==> src/rtl/bcd_down_timer.sv <==
// Cascaded BCD down-counter with IDLE/RUN/EXPIRED control and a terminal-count pulse.
// Define BCD_DOWN_TIMER_AUTORELOAD_EN to reload the preset on expiry instead of stopping.
module bcd_down_timer #(
  parameter int DIGITS = 2
) (
  input  logic                  i_clk,
  input  logic                  i_rst_n,
  input  logic                  i_en,
  input  logic                  i_start,
  input  logic                  i_stop,
  input  logic [4*DIGITS-1:0]   i_din,
  output logic [4*DIGITS-1:0]   o_bcd,
  output logic                  o_tc,
  output logic                  o_done,
  output logic                  o_busy
);

  localparam int W = 4 * DIGITS;

  typedef enum logic [1:0] {
    S_IDLE    = 2'd0,
    S_RUN     = 2'd1,
    S_EXPIRED = 2'd2
  } state_t;

  state_t         r_state;
  state_t         w_state_nxt;
  logic [W-1:0]   r_bcd;
  logic [W-1:0]   w_bcd_nxt;
  logic [W-1:0]   r_preset;
  logic [W-1:0]   w_preset_nxt;
  logic           w_tc_nxt;
  logic           r_tc;
  logic           r_done;
  logic           r_busy;

  // Saturate any non-decimal nibble to 9.
  function automatic logic [W-1:0] clamp_bcd(input logic [W-1:0] v);
    logic [W-1:0] r;
    r = v;
    for (int i = 0; i < DIGITS; i++) begin
      if (v[4*i +: 4] > 4'd9) r[4*i +: 4] = 4'd9;
    end
    return r;
  endfunction

  // Ripple-borrow decrement: a digit moves only when every lower digit is 0.
  function automatic logic [W-1:0] dec_bcd(input logic [W-1:0] v);
    logic [W-1:0] r;
    logic         borrow;
    r      = v;
    borrow = 1'b1;
    for (int i = 0; i < DIGITS; i++) begin
      if (borrow) begin
        if (v[4*i +: 4] == 4'd0) begin
          r[4*i +: 4] = 4'd9;
        end else begin
          r[4*i +: 4] = v[4*i +: 4] - 4'd1;
          borrow      = 1'b0;
        end
      end
    end
    return r;
  endfunction

  always_comb begin
    w_state_nxt  = r_state;
    w_bcd_nxt    = r_bcd;
    w_preset_nxt = r_preset;
    w_tc_nxt     = 1'b0;
    if (i_stop) begin
      w_state_nxt = S_IDLE;
    end else if (i_start) begin
      w_preset_nxt = clamp_bcd(i_din);
      w_bcd_nxt    = clamp_bcd(i_din);
      w_state_nxt  = S_RUN;
    end else if (r_state == S_RUN) begin
      // A zero preset expires on the cycle after load without needing EN.
      if ((r_bcd == '0) || (i_en && (r_bcd == W'(1)))) begin
        w_tc_nxt = 1'b1;
`ifdef BCD_DOWN_TIMER_AUTORELOAD_EN
        w_bcd_nxt   = r_preset;
        w_state_nxt = S_RUN;
`else
        w_bcd_nxt   = '0;
        w_state_nxt = S_EXPIRED;
`endif
      end else if (i_en) begin
        w_bcd_nxt = dec_bcd(r_bcd);
      end
    end
  end

  always_ff @(posedge i_clk or negedge i_rst_n) begin
    if (!i_rst_n) begin
      r_state  <= S_IDLE;
      r_bcd    <= '0;
      r_preset <= '0;
      r_tc     <= 1'b0;
      r_done   <= 1'b0;
      r_busy   <= 1'b0;
    end else begin
      r_state  <= w_state_nxt;
      r_bcd    <= w_bcd_nxt;
      r_preset <= w_preset_nxt;
      r_tc     <= w_tc_nxt;
      r_done   <= (w_state_nxt == S_EXPIRED);
      r_busy   <= (w_state_nxt == S_RUN);
    end
  end

  assign o_bcd  = r_bcd;
  assign o_tc   = r_tc;
  assign o_done = r_done;
  assign o_busy = r_busy;

endmodule

==> config.mk <==
export PLATFORM = sky130hd
export DESIGN_NAME = bcd_down_timer
export DESIGN_NICKNAME = d
export VERILOG_FILES = /design/src/rtl/bcd_down_timer.sv
export SDC_FILE = /design/constraint.sdc
export NUM_CORES = 1
export LEC_CHECK = 0
export CORE_ASPECT_RATIO = 1.25
export CORE_MARGIN = 2
export CORE_UTILIZATION = 53
export CTS_BUF_LIST = sky130_fd_sc_hd__clkbuf_8
export CTS_CLUSTER_DIAMETER = 100
export DETAILED_ROUTE_END_ITERATION = 8
export PLACE_DENSITY_LB_ADDON = 0.1
export SLEW_MARGIN = 5
export SYNTH_ARGS = -nofsm -noshare
export SYNTH_HDL_FRONTEND = slang
export SYNTH_SLANG_ARGS = --single-unit
==> constraint.sdc <==
create_clock -name i_clk -period 3.12 [get_ports i_clk]
set_clock_uncertainty 0.1 [all_clocks]
set_input_delay 0.78 -clock i_clk [delete_from_list [all_inputs] [get_ports i_clk]]
set_output_delay 0.78 -clock i_clk [all_outputs]
set_load 0.1 [all_outputs]
Yosys cells after proc, flatten, opt, wreduce, memory -nomap -nowiden

Cells that the tools add are included.

Register bits after elaboration: 13
Bits in latches: 0
Bits in writable memories: 0
Memory bits (read-only): 0
Logic and storage cells: 48
Memories: 0

Add/sub/neg operators: 2
$mul: 0
Divide/modulo/power cells: 0
$lt $le $gt $ge: 2
Equal/unequal tests: 4
Shifts and indexed selects: 0
Mux-type cells: 23
Bitwise operators: 1
Reductions and logical operators: 10

Operators by type and width:

| cell                  | count |
|---|---|
| $mux W8               | 4 |
| $mux W4               | 5 |
| $mux W1               | 10 |
| $eq A8 B1 Y1 const B  | 1 |
| $gt A4 B4 Y1 const B  | 2 |
| $logic_not A4 Y1      | 2 |
| $logic_not A8 Y1      | 1 |
| $mux W2               | 4 |
| $sub A4 B1 Y4 const B | 2 |
| $reduce_bool A3 Y1    | 2 |
| $eq A2 B1 Y1 const B  | 2 |
| $reduce_and A4 Y1     | 1 |
| $reduce_and A3 Y1     | 1 |
| $eq A2 B2 Y1 const B  | 1 |
| $reduce_bool A2 Y1    | 1 |
| $logic_and A1 B1 Y1   | 1 |
| $logic_or A1 B1 Y1    | 1 |
| $not A1 Y1            | 1 |

Logic depth before layout (Yosys ltp)

Word-level depth: 12
Depth in mapped cells: 7

Worst setup path after synthesis

Ideal clock, no wire load.

Path type: register to register
From: reg r_bcd[1] (netlist: o_bcd[1])
To: reg r_bcd[7] (netlist: o_bcd[7])
Data arrival time: 2.364 ns
Setup slack: 0.528 ns
Cell stages (with the launch flop): 8
Buffers on the path: 1
Cell sequence: dfrtp_1 inv_1 ha_1 buf_2 a21o_1 a221oi_2 or3_4 mux2_1

Word-level cells in the longest chain between the ends: 9

RTL lines:

| item                         | RTL line | text |
|---|---|---|
| start, declared              | 28       | `logic [W-1:0] r_bcd;` |
| start signal, assigned       | 104      | `r_bcd <= w_bcd_nxt;` |
| $logic_not A4 Y1             | 55       | `if (v[4*i +: 4] == 4'd0) begin` |
| $mux W1                      | 55       |  |
| $mux W1                      | 88       | `end else if (i_en) begin` |
| $mux W1                      | 79       | `if ((r_bcd == '0) \|\| (i_en && (r_bcd == W'(1)))) begin` |
| $mux W1                      | 77       | `end else if (r_state == S_RUN) begin` |
| $mux W1                      | 73       | `end else if (i_start) begin` |
| $mux W1                      | 71       | `if (i_stop) begin` |
| $reduce_bool A3 Y1 (no line) | --       |  |
| $reduce_and A4 Y1 (no line)  | --       |  |

Several ways; a longest one is shown, not always the timed one. The select of a mux whose other input is x is not followed.
A chain may end at the register's enable or synchronous reset.

Final worst setup path

From: in i_start
To: reg r_bcd[7] (netlist: o_bcd[7])

Word-level cells in the longest chain between the ends: 2

RTL lines:

| item                                                               | RTL line | text |
|---|---|---|
| start, declared                                                    | 9        | `input logic i_start,` |
| $reduce_bool A3 Y1 (no line) or $reduce_bool A2 Y1 (tied branches) | --       |  |
| $reduce_and A4 Y1 (no line)                                        | --       |  |

Several ways; a longest one is shown, not always the timed one.

==> impl_metrics.tcl <==
set metrics [dict create \
    slowest_delay_ns 0.86 \
    r2r_cells 6 \
    async_reset_ff_share_pct 100 \
    cp_data_required_time_ns 3.14 \
    cts_tree "built" \
    period_share_pct 78.1 \
    ys_seq_area_share_pct 35.8 \
    path_cells "clkdlybuf4s50_1 > a221oi_2 > or3_4 > mux2_1" \
    drtIter0Drc 26 \
    grt_start_max_net_pins 19 \
    period_needed_ns 2.44 \
    gp_congestion 0.748 \
    cp-start-kind "input pin" \
    clkSinkCount 13 \
    grt_pass1_vias 818 \
    path_max_fanout 18 \
    cp.depth 4 \
    fmax_mhz 410 \
    fp-row-count 16 \
    hold-path-cell-count 1 \
    grt_usage_pct 24.0 \
    diodes 0 \
    finalSetupViolCount 0 \
    avgRoutedWirePerCell_um 15.4 \
    syn_avg_cell_area_um2 9.28 \
    htreeDepth 1 \
    cp_top_family "buffers and inverters" \
    yosysWarnings 0 \
    clk_latency_ns 0.24 \
    cp.arrival_ns 2.46 \
    synth-seq-cells 13 \
    maxCapViolations 0 \
    grt_pass1_wl_um 3480 \
    end_kind "register" \
    start_util_pct 57.5 \
    synth_nets 114 \
    synth.distinct_cells 42 \
    synth_area_um2 910 \
    avgViaCountPerCell 6.18 \
    cts_buffers 3 \
    final_common_cell "dfrtp_1" \
    die_area_um2 2070 \
    finalHoldViolCount 0 \
    synth_edf_count 0 \
    p_leak_nw 0.517 \
    outcome "finished clean" \
    drive_gt1_share_pct 18.2 \
    drt_wl_total_um 2140 \
    finalSetupTns_ns 0 \
    maxSlewHeadroom_pct 58.8 \
    netlist_instances 98 \
    die-width_um 41.1 \
    path_class "in -> reg" \
    hold_path_class "reg -> reg" \
    synthFlopType "dfrtp_1" \
    die_h_um 50.3 \
    cts_resized 0 \
    port-buffer-count 23 \
    ir_drop_mv 0.738 \
    final_cell_mix "dfrtp_1 (13), clkdlybuf4s50_1 (12), buf_4 (11), inv_1 (10)" \
    first_pass_iters 4 \
    vias 859 \
    powerDensity_nw_per_um2 924 \
    syn_to_final_growth_pct 28.1 \
    finalNetCount 138 \
    core_area_um2 1580 \
    cts.clk_slew.worst_paths_ns 0.06 \
    cts.hold.buffers_added 0 \
    drtAntennaViolNets 0 \
    critPathSlowestCell "clkdlybuf4s50_1" \
    power_mw 1.08 \
    crit_buf_inv 1 \
    worst_slew_pin_slew_ns 0.616 \
    gr-total-overflow 0 \
    rsz0062_at_grt "no" \
    cts_root_buf "clkbuf_8" \
    place_hpwl_um 1580 \
    slew_violations 0 \
    post_cts_buffers 0 \
    route.detailed.drc 0 \
    antenna_found_initial 0 \
    clockBufferDepth 2 \
    ios 24 \
]
==> state kept, by name (all words and copies together), names as in the netlist <==
name     flops
o_busy       1
o_done       1
r_state      2
o_tc         1
o_bcd        8
==> Yosys cell counts, drive strengths merged, types with 3 or more instances <==
cell	count	area share, %
nor2b	3	2.1
o31ai	4	3.9
o21a	4	3.3
a31oi	3	2.1
dfrtp	13	36
inv	10	4.1
o21ai	7	3.9
clkbuf	3	1.2
ha	3	4.1
a21oi	7	3.9
mux2	3	4.1
nor2	5	2.1
==> logic make-up after synthesis <==
| logic type | synth area share, % |
|---|---|
| mux | 6.33 |
| compound gates | 29.6 |
| simple gates | 18.3 |
| buf+inv | 5.91 |
| flops | 35.8 |
| fa+ha+maj | 4.13 |
==> worst register-to-register path, cell delays in order, from the launching register on <==
cell and delay (ns):
dfrtp_1 0.43, inv_1 0.09, ha_1 0.21, nor3b_4 0.34, a31oi_1 0.25, o31ai_2 0.35, mux2_1 0.36
==> final timing paths <==
| kind | to | slack [ns] | startpoint |
|---|---|---|---|
| hold reg to reg | r_state[1] | 0.49 | r_state[1] |
| setup reg to reg | o_bcd[0] | 0.86 | o_bcd[4] |
| min in group asynchronous | o_busy | 0.82 | i_rst_n |
| max in group asynchronous | o_bcd[1] | 1.70 | i_rst_n |
| hold / removal | r_state[1] | 0.49 | r_state[1] |
| setup / recovery | o_bcd[7] | 0.68 | i_start |
==> metal layers <==
layer	vias to the layer above	track usage, %	share of wire, %
li1	414	-	-
met1	409	29.9	43
met5	-	0	0
met4	0	8.33	1.0
met2	32	40.1	49
met3	4	2.65	6.4
==> through the flow <==
stage | util [%] | instances | instance area [µm²] | worst slack [ns] | hold WS [ns]
detailed placement | 70.7 | 135 | 1120 | 0.435 | 0.469
CTS | 73.7 | 139 | 1160 | 0.691 | 0.487
floorplan | - | 98 | 910 | 0.528 | 0.384
global route | 73.7 | 139 | 1160 | 0.608 | 0.543
finish | 73.7 | 139 | 1160 | 0.682 | 0.492
global placement | 70.7 | 135 | 1120 | 0.479 | 0.448
==> cell type report <==
cell class	instances	area, µm²
timing repair buffer	23	203
fill	112	417
sequential	13	325
tap	18	22.5
clock buffer	3	41.3
multi-input combinational	71	531
inverter	10	37.5
clock inverter	1	5.00
==> power breakdown <==
| part | leakage [nW] | internal (mW) | switching [mW] | total [mW] |
|---|---|---|---|---|
| combinational | 0.327 | 0.196 | 0.462 | 0.659 |
| clock | 0.0255 | 0.0882 | 0.0628 | 0.151 |
| sequential | 0.165 | 0.209 | 0.0579 | 0.267 |
| total | 0.517 | 0.493 | 0.583 | 1.08 |
Power figures use the tool's default switching activity.
